### src/rtl/ahb_mtx_pkg.sv
// Shared AHB bus-matrix encodings and field widths.
package ahb_mtx_pkg;

  localparam int unsigned TransWidth = 2;
  localparam int unsigned SizeWidth  = 3;
  localparam int unsigned BurstWidth = 3;

  typedef enum logic [1:0] {
    TransIdle   = 2'b00,
    TransBusy   = 2'b01,
    TransNonseq = 2'b10,
    TransSeq    = 2'b11
  } htrans_e;

  typedef enum logic [2:0] {
    BurstSingle = 3'b000,
    BurstIncr   = 3'b001,
    BurstWrap4  = 3'b010,
    BurstIncr4  = 3'b011,
    BurstWrap8  = 3'b100,
    BurstIncr8  = 3'b101,
    BurstWrap16 = 3'b110,
    BurstIncr16 = 3'b111
  } hburst_e;

  typedef enum logic {
    RespOkay  = 1'b0,
    RespError = 1'b1
  } hresp_e;

  // NONSEQ and SEQ request a slot; IDLE and BUSY do not.
  function automatic logic trans_is_active(logic [TransWidth-1:0] trans);
    return trans[1];
  endfunction

endpackage

### src/rtl/ahb_mtx_addr_hold.sv
// Address-phase holding register with pend flag for one matrix input port.
module ahb_mtx_addr_hold
  import ahb_mtx_pkg::*;
#(
  parameter int unsigned ADDR_WIDTH = 32,
  parameter int unsigned PROT_WIDTH = 4
) (
  input  logic                  i_clk,
  input  logic                  i_rst_n,
  input  logic                  i_load,
  input  logic                  i_release,
  input  logic [ADDR_WIDTH-1:0] i_addr,
  input  logic [TransWidth-1:0] i_trans,
  input  logic                  i_write,
  input  logic [SizeWidth-1:0]  i_size,
  input  logic [BurstWidth-1:0] i_burst,
  input  logic [PROT_WIDTH-1:0] i_prot,
  input  logic                  i_lock,
  output logic                  o_pend,
  output logic [ADDR_WIDTH-1:0] o_addr,
  output logic [TransWidth-1:0] o_trans,
  output logic                  o_write,
  output logic [SizeWidth-1:0]  o_size,
  output logic [BurstWidth-1:0] o_burst,
  output logic [PROT_WIDTH-1:0] o_prot,
  output logic                  o_lock
);

  logic                  r_pend;
  logic [ADDR_WIDTH-1:0] r_addr;
  logic [TransWidth-1:0] r_trans;
  logic                  r_write;
  logic [SizeWidth-1:0]  r_size;
  logic [BurstWidth-1:0] r_burst;
  logic [PROT_WIDTH-1:0] r_prot;
  logic                  r_lock;

  // Load and release are mutually exclusive (load needs pend=0, release needs pend=1).
  always_ff @(posedge i_clk or negedge i_rst_n) begin
    if (!i_rst_n) begin
      r_pend  <= 1'b0;
      r_addr  <= '0;
      r_trans <= '0;
      r_write <= 1'b0;
      r_size  <= '0;
      r_burst <= '0;
      r_prot  <= '0;
      r_lock  <= 1'b0;
    end else if (i_load) begin
      r_pend  <= 1'b1;
      r_addr  <= i_addr;
      r_trans <= i_trans;
      r_write <= i_write;
      r_size  <= i_size;
      r_burst <= i_burst;
      r_prot  <= i_prot;
      r_lock  <= i_lock;
    end else if (i_release) begin
      r_pend  <= 1'b0;
    end
  end

  assign o_pend  = r_pend;
  assign o_addr  = r_addr;
  assign o_trans = r_trans;
  assign o_write = r_write;
  assign o_size  = r_size;
  assign o_burst = r_burst;
  assign o_prot  = r_prot;
  assign o_lock  = r_lock;

endmodule

### src/rtl/ahb_mtx_input_stage.sv
// Per-master AHB matrix input stage: holds blocked address phases, muxes held/live
// address toward the matrix and routes ready/response back to the master.
module ahb_mtx_input_stage
  import ahb_mtx_pkg::*;
#(
  parameter int unsigned ADDR_WIDTH = 32,
  parameter int unsigned PROT_WIDTH = 4
) (
  input  logic                  HCLK,
  input  logic                  HRESETn,
  input  logic                  HSELS,
  input  logic [ADDR_WIDTH-1:0] HADDRS,
  input  logic [1:0]            HTRANSS,
  input  logic                  HWRITES,
  input  logic [2:0]            HSIZES,
  input  logic [2:0]            HBURSTS,
  input  logic [PROT_WIDTH-1:0] HPROTS,
  input  logic                  HMASTLOCKS,
  input  logic                  HREADYS,
  output logic                  HREADYOUTS,
  output logic                  HRESPS,
  output logic                  HSELM,
  output logic [ADDR_WIDTH-1:0] HADDRM,
  output logic [1:0]            HTRANSM,
  output logic                  HWRITEM,
  output logic [2:0]            HSIZEM,
  output logic [2:0]            HBURSTM,
  output logic [PROT_WIDTH-1:0] HPROTM,
  output logic                  HMASTLOCKM,
  output logic                  trans_dec,
  input  logic                  active_dec,
  input  logic                  readyout_dec,
  input  logic                  hresp_dec
);

  logic                  w_pend;
  logic [ADDR_WIDTH-1:0] w_h_addr;
  logic [TransWidth-1:0] w_h_trans;
  logic                  w_h_write;
  logic [SizeWidth-1:0]  w_h_size;
  logic [BurstWidth-1:0] w_h_burst;
  logic [PROT_WIDTH-1:0] w_h_prot;
  logic                  w_h_lock;

  logic w_sel_live;
  logic w_live_xfer;
  logic w_launch;
  logic w_load;
  logic w_release;
  logic w_launched;
  logic w_data_phase_d;
  logic r_data_phase;

  assign w_sel_live  = HSELS & HREADYS;
  assign w_live_xfer = w_sel_live & trans_is_active(HTRANSS);
  assign w_launch    = active_dec & readyout_dec;
  assign w_load      = ~w_pend & w_live_xfer & ~w_launch;
  assign w_release   = w_pend & w_launch;
  assign w_launched  = w_release | (~w_pend & w_live_xfer & w_launch);

  ahb_mtx_addr_hold #(
    .ADDR_WIDTH (ADDR_WIDTH),
    .PROT_WIDTH (PROT_WIDTH)
  ) u_addr_hold (
    .i_clk     (HCLK),
    .i_rst_n   (HRESETn),
    .i_load    (w_load),
    .i_release (w_release),
    .i_addr    (HADDRS),
    .i_trans   (HTRANSS),
    .i_write   (HWRITES),
    .i_size    (HSIZES),
    .i_burst   (HBURSTS),
    .i_prot    (HPROTS),
    .i_lock    (HMASTLOCKS),
    .o_pend    (w_pend),
    .o_addr    (w_h_addr),
    .o_trans   (w_h_trans),
    .o_write   (w_h_write),
    .o_size    (w_h_size),
    .o_burst   (w_h_burst),
    .o_prot    (w_h_prot),
    .o_lock    (w_h_lock)
  );

  always_comb begin
    HSELM      = w_sel_live;
    HADDRM     = HADDRS;
    HTRANSM    = w_sel_live ? HTRANSS : TransIdle;
    HWRITEM    = HWRITES;
    HSIZEM     = HSIZES;
    HBURSTM    = HBURSTS;
    HPROTM     = HPROTS;
    HMASTLOCKM = HMASTLOCKS;
    if (w_pend) begin
      HSELM      = 1'b1;
      HADDRM     = w_h_addr;
      HTRANSM    = w_h_trans;
      HWRITEM    = w_h_write;
      HSIZEM     = w_h_size;
      HBURSTM    = w_h_burst;
      HPROTM     = w_h_prot;
      HMASTLOCKM = w_h_lock;
    end
    // BUSY still reaches the arbiter via HSELM/HTRANSM but never raises a request.
    trans_dec = HSELM & trans_is_active(HTRANSM);
  end

  always_comb begin
    w_data_phase_d = r_data_phase;
    if (w_launched) begin
      w_data_phase_d = 1'b1;
    end else if (readyout_dec) begin
      w_data_phase_d = 1'b0;
    end
  end

  always_ff @(posedge HCLK or negedge HRESETn) begin
    if (!HRESETn) begin
      r_data_phase <= 1'b0;
    end else begin
      r_data_phase <= w_data_phase_d;
    end
  end

  always_comb begin
    HREADYOUTS = 1'b1;
    if (w_pend) begin
      HREADYOUTS = 1'b0;
    end else if (r_data_phase) begin
      HREADYOUTS = readyout_dec;
    end
    HRESPS = r_data_phase ? hresp_dec : RespOkay;
  end

endmodule

### config.mk
export PLATFORM = sky130hd
export DESIGN_NAME = ahb_mtx_input_stage
export DESIGN_NICKNAME = d
export VERILOG_FILES = /design/src/rtl/ahb_mtx_pkg.sv /design/src/rtl/ahb_mtx_addr_hold.sv /design/src/rtl/ahb_mtx_input_stage.sv
export SDC_FILE = /design/constraint.sdc
export NUM_CORES = 1
export LEC_CHECK = 0
export BUFFER_PORTS_ARGS = -buffer_cell sky130_fd_sc_hd__buf_4
export CELL_PAD_IN_SITES_DETAIL_PLACEMENT = 0
export CELL_PAD_IN_SITES_GLOBAL_PLACEMENT = 2
export CORE_AREA = 2 2 82 104
export DETAILED_ROUTE_END_ITERATION = 6
export DIE_AREA = 0 0 84 106
export PLACE_DENSITY_LB_ADDON = 0.3
export SLEW_MARGIN = 10
export SYNTH_ARGS = -nofsm -noshare
export SYNTH_HDL_FRONTEND = slang
export SYNTH_HIERARCHICAL = 1
export SYNTH_SLANG_ARGS = --single-unit
### constraint.sdc
create_clock -name HCLK -period 4.5 [get_ports HCLK]
set_input_delay 0 -clock HCLK [delete_from_list [all_inputs] [get_ports HCLK]]
set_output_delay 0 -clock HCLK [all_outputs]
set_load 0.01 [all_outputs]
==> results_dict.tcl, run 1 <==
set metrics [dict create \
    drive_gt1_frac 0.645 \
    critPathKind "flip-flop to output pin" \
    area_growth_pct 49.6 \
    worstPathMaxFanout 54 \
    leakagePower_nw 1.98 \
    cts_tree "done" \
    placed_cell_area_um2 3490 \
    grt_max_degree 55 \
    async_reset_ff_frac 1.00 \
    cts.sinks 48 \
    gp_congestion 0.645 \
    grt_pass1_vias 1981 \
    clockBufferDepth 2 \
    io_pins 103 \
    cp-end-kind "output pin" \
    worstMarginPinSlew_ns 0.880 \
    synth_top_area_cell "dfrtp_1" \
    grt_antenna_before_repair 0 \
    use_met2 0.229 \
    final.setup.tns_ns 0 \
    synth_edf_count 0 \
    maxSlewHeadroom 0.414 \
    wl_per_cell_um 14.3 \
    status "finished clean" \
    cts-root-buf "clkbuf_8" \
    synthCells 167 \
    grt_usage 0.134 \
    nets 370 \
    hold_viol 0 \
    min_period_over_period 0.431 \
    fin_crit_ns 1.94 \
    vias 1855 \
    critPathArrivalTime_ns 1.94 \
    crit_required_ns 4.50 \
    synthTopCellsByArea "dfrtp_1 44%, mux2_4 38%, mux2_2 8.7%" \
    ys_types 18 \
    synthTopCellsByCount "69 x mux2_4, 48 x dfrtp_1, 21 x mux2_2, 5 x buf_6, 4 x buf_12" \
    core.rowCount 37 \
    final_cells 415 \
    path_clk_slew_ns 0.08 \
    die_x_um 84 \
    max_freq_mhz 515 \
    hpwlAfterDp_mm 3.85 \
    hp-class "primary input to flip-flop" \
    yosysMostFrequentCell "mux2_4" \
    post_cts_buffers 0 \
    die-area_um2 8900 \
    power_density_nw_per_um2 577 \
    ys_warn_count 6 \
    core-area_um2 8010 \
    vdd_drop_max_v 0.000327 \
    synth_fp_nets 220 \
    start_util 0.340 \
    drt-total-wl_mm 5.93 \
    grt_busiest_layer "met2" \
    insertion_delay_ns 0.29 \
    first_pass_iters 4 \
    finalMaxSlewViolations 0 \
    viasPerCell 4.47 \
    cp-start-kind "flip-flop" \
    grt_pass1_wl_mm 9.64 \
    ys_ff_latch 48 \
    ant_nets 0 \
    cts_buffers 5 \
    gr-total-overflow 0 \
    grt_use_met1 0.172 \
    ys.flop_type "dfrtp_1" \
    htreeDepth 2 \
    multi_input_area_um2 1370 \
    use_met3 0.0295 \
    rsz0062_at_grt "false" \
    area.sequential_um2 1200 \
    hold_ws_ns 0.137 \
    drc 0 \
    synth_top_area_frac 0.441 \
    die_h_um 106 \
    diodes 0 \
    first_iter_violations 57 \
    skew_ns 0.00398 \
    setup_violations 0 \
    port_buffers 102 \
    max_cap_violations 0 \
    synth-seq-area-share 0.441 \
    syn_area_um2 2720 \
    place_inst 358 \
    fillers 701 \
    finalInstanceArea_um2 4070 \
    avgSynthCellArea_um2 16.3 \
]
## cell usage in the layout, fill, tap and decap left out
cell type / n
o2bb2ai_1: 1
o21ai_0: 3
dfrtp_1: 47
dlygate4sd3_1: 49
a21oi_1: 1
clkinv_2: 2
inv_1: 2
a31oi_1: 1
dfrtp_2: 1
nor3b_2: 1
clkbuf_8: 6
nand2_1: 3
mux2_2: 21
and3_1: 1
nand3_1: 2
buf_4: 105
a21o_1: 2
and2_1: 1
mux2_4: 69
## stage by stage
stage | power (W) | setup WS, ns | utilization
finish | 0.00235 | 2.56 | 0.508
global route | 0.00250 | 2.42 | 0.508
global placement | 0.00206 | 2.87 | 0.436
detailed placement | 0.00206 | 2.86 | 0.436
floorplan | 0.00168 | 2.78 | -
CTS | 0.00238 | 2.53 | 0.508
## sequential cells by signal, summed over array words and instances, names as in the netlist
signal               cells
r_data_phase             1
u_addr_hold/o_write      1
u_addr_hold/o_prot       4
u_addr_hold/o_burst      3
u_addr_hold/o_pend       1
u_addr_hold/o_lock       1
u_addr_hold/o_trans      2
u_addr_hold/o_size       3
u_addr_hold/o_addr      32
## timing repair
item,CTS,global route
hold buffers,49,0
endpoints found under the hold margin,95,0
gates resized for setup,0,0
## logic make-up after synthesis
kind of cell	after synthesis	synth area share
buffers and inverters	13	0.0575
and+or+nand+nor	8	0.0152
AOI/OAI and AO/OA	8	0.0184
DFF	48	0.441
muxes	90	0.468
## path summary, 6_finish.rpt
path / startpoint / cells past startpoint / slack (ns) / end
min: active_dec / 4 / 0.14 / u_addr_hold/o_pend$_DFFE_PN0P_
min reg2reg: u_addr_hold/o_size[1]$_DFFE_PN0P_ / 1 / 0.51 / u_addr_hold/o_size[1]$_DFFE_PN0P_
min in group asynchronous: HRESETn / 2 / 0.25 / u_addr_hold/o_addr[30]$_DFFE_PN0P_
max in group asynchronous: HRESETn / 2 / 3.79 / u_addr_hold/o_pend$_DFFE_PN0P_
max reg2reg: u_addr_hold/o_pend$_DFFE_PN0P_ / 4 / 2.57 / r_data_phase$_DFFE_PN0P_
max: u_addr_hold/o_pend$_DFFE_PN0P_ / 3 / 2.56 / HADDRM[31]
## worst max-delay path, stage by stage, from the launching register on
cell     delay (ns)
dfrtp_2        0.38
buf_4          0.70
mux2_2         0.42
buf_4          0.14
## final cells by class
type | count | area share
Tap cell | 97 | 0.0298
Inverter | 2 | 0.00184
Multi-Input combinational cell | 106 | 0.336
Timing Repair Buffer | 154 | 0.314
Clock inverter | 2 | 0.00246
Sequential cell | 48 | 0.295
Clock buffer | 6 | 0.0203
## where the power goes
part / switching, W / internal, W
combinational: 0.000464 / 0.000861
clock: 0.000138 / 0.000123
sequential: 0.000115 / 0.000647
## layer usage
metal | part of all wire | vias up
met4 | 0.011 | 0
li1 | - | 894
met5 | 0 | -
met2 | 0.49 | 70
met3 | 0.061 | 5
met1 | 0.44 | 886
Power figures use the tool's default switching activity.
==> inputs of run 2 (changes only) <==
Settings changed: CORE_AREA 2 2 82 104 to 2 2 85 107, DIE_AREA 0 0 84 106 to 0 0 87 109.
Clock period 4.5 ns to 2 ns, I/O delays scaled along.
==> run 2 against run 1 <==
Critical path depth increased by 1. Sequential share of layout area decreased by 0.19 points. Clock-buffer cell count increased by 2. First-iteration DRC count decreased by 26%. Total power increased by 130%. Cell count increased by 0.72%. Core utilization decreased by 2.7 points. Register-to-register slack got worse by 2.2 ns. Routed wire length decreased by 0.79%. Critical endpoint is now r_data_phase$_DFFE_PN0P_.
==> results_dict.tcl, run 2 (same netlist as run 1, synthesis figures left out) <==
set metrics [dict create \
    status "finished clean" \
    insertion_delay_ns 0.29 \
    regToRegEndpoint "r_data_phase$_DFFE_PN0P_" \
    place_inst 361 \
    gr-total-overflow 0 \
    skew_ns 0.00623 \
    pwr-share-seq 0.326 \
    core.rowCount 38 \
    viasPerCell 4.44 \
    power_density_nw_per_um2 1290 \
    leakagePower_nw 1.99 \
    hpwlAfterDp_mm 3.79 \
    drc 0 \
    fin_crit_ns 1.61 \
    clockBufferDepth 2 \
    worstPathMaxFanout 54 \
    critPathKind "flip-flop to flip-flop" \
    grt_max_degree 55 \
    comb_power_share 0.564 \
    die-area_um2 9480 \
    cp-end-kind "flip-flop" \
    hold_path_depth 4 \
    largest_register_ff_count 32 \
    finalMaxSlewViolations 0 \
    crit_path_top_delay_cell "dlygate4sd3_1" \
    cts-root-buf "clkbuf_8" \
    cts_tree "done" \
    worstMarginPinSlew_ns 0.619 \
    cp-start-kind "flip-flop" \
    ant_nets 0 \
    cts_resized 0 \
    p_int_w 0.00369 \
    gp_congestion 0.686 \
    critPathArrivalTime_ns 1.79 \
    power.switching_w 0.00159 \
    port_buffers 102 \
    r2r_cells 4 \
    area_growth_pct 50.6 \
    drive_gt1_frac 0.638 \
    core-area_um2 8510 \
    path_cells "buf_12 > a31oi_1 > o2bb2ai_1 > dlygate4sd3_1" \
    die_h_um 109 \
    path_clk_slew_ns 0.08 \
    nets 370 \
    cts.sinks 48 \
    htreeDepth 2 \
    rsz0062_at_grt "false" \
    first_pass_iters 4 \
    wl_per_cell_um 14.1 \
    power_frac_clock 0.110 \
    min_period_over_period 0.805 \
    crit_required_ns 2.18 \
    min_from "active_dec" \
    final_cells 418 \
    start_util 0.320 \
    vdd_drop_max_v 0.000598 \
    grt_pass1_wl_mm 9.37 \
    drt-total-wl_mm 5.88 \
    io_pins 103 \
    final.setup.tns_ns 0 \
    max_freq_mhz 621 \
    ff2ff_setup_slack_ns 0.39 \
    grt_antenna_before_repair 0 \
    fillers 766 \
    final_cell_mix "103 x buf_4, 69 x mux2_4, 49 x dlygate4sd3_1" \
    mostFrequentLayoutCell "buf_4" \
    cp_top_family "buffers and inverters" \
    maxSlewHeadroom 0.587 \
    grt_usage 0.125 \
    setup_violations 0 \
    cts_buffers 5 \
    vias 1857 \
    hold_viol 0 \
    min_to "u_addr_hold/o_pend$_DFFE_PN0P_" \
    grt_pass1_vias 1864 \
    diodes 0 \
    hp-class "primary input to flip-flop" \
    worst-path-buf-inv 2 \
    cp_slowest_stage_delay_ns 0.54 \
    max_cap_violations 0 \
    regToRegStartpoint "u_addr_hold/o_pend$_DFFE_PN0P_" \
    die_x_um 87 \
    swShare 0.302 \
    first_iter_violations 42 \
]
-- run 2: cell count changes in the layout (fill, tap and decap cells not counted), sizes merged --
cell / change
clkbuf: +2
clkinv: -2
-- run 2: worst max path at each step --
stage	start	end	slack, ns	depth (start not counted)
final	u_addr_hold/o_pend$_DFFE_PN0P_	r_data_phase$_DFFE_PN0P_	0.39	4
after detailed placement	u_addr_hold/o_pend$_DFFE_PN0P_	u_addr_hold/o_trans[0]$_DFFE_PN0P_	0.48	3
after global placement	u_addr_hold/o_pend$_DFFE_PN0P_	u_addr_hold/o_burst[2]$_DFFE_PN0P_	0.52	3
after global routing	u_addr_hold/o_pend$_DFFE_PN0P_	r_data_phase$_DFFE_PN0P_	0.31	4
after CTS	u_addr_hold/o_pend$_DFFE_PN0P_	r_data_phase$_DFFE_PN0P_	0.38	4
after floorplan	u_addr_hold/o_pend$_DFFE_PN0P_	u_addr_hold/o_addr[0]$_DFFE_PN0P_	0.28	6
-- run 2: per-layer routing --
metal,share of wire,wire [um],vias up,track usage
met5,0,0,-,0
met4,0.011,64,0,0.0335
met3,0.062,365,5,0.0386
met2,0.50,2940,61,0.202
met1,0.43,2510,896,0.163
li1,-,-,895,-
-- run 2: per-stage QoR --
step	instance area, um^2	total power [W]	worst slack, ns	util	hold WS (ns)
after global placement	3520	0.00464	0.520	0.413	0.0656
final	4100	0.00528	0.390	0.481	0.149
after CTS	4100	0.00537	0.379	0.481	0.143
after detailed placement	3520	0.00467	0.483	0.413	0.0639
after global routing	4100	0.00564	0.313	0.481	0.135
after floorplan	2720	0.00377	0.282	-	-0.296
-- run 2: cell type report --
| type | instances | area, um^2 | share of cell area |
|---|---|---|---|
| Inverter | 2 | 7.51 | 0.00183 |
| Tap cell | 100 | 125 | 0.0305 |
| Multi-Input combinational cell | 106 | 1370 | 0.334 |
| Sequential cell | 48 | 1200 | 0.293 |
| Clock buffer | 8 | 90.1 | 0.0220 |
| Timing Repair Buffer | 154 | 1300 | 0.318 |
-- run 2: repair_timing --
| action | in CTS | in global routing |
|---|---|---|
| hold buffers | 49 | 0 |
| buffers inserted | 0 | 0 |
| hold endpoints to repair | 95 | 0 |
-- run 2: worst min-delay path, delay by kind of cell --
family,cells,cell delay [ns]
simple gates,1,0.15
compound gates,1,0.14
buf+inv,2,0.12
-- run 2: power by group through the flow --
stage	Combinational (W)	Sequential [W]	Clock, W
CTS	0.00302	0.00172	0.000619
floorplan	0.00212	0.00165	0
finish	0.00298	0.00172	0.000579
global route	0.00319	0.00179	0.000663
global placement	0.00292	0.00172	0
detailed placement	0.00293	0.00173	0
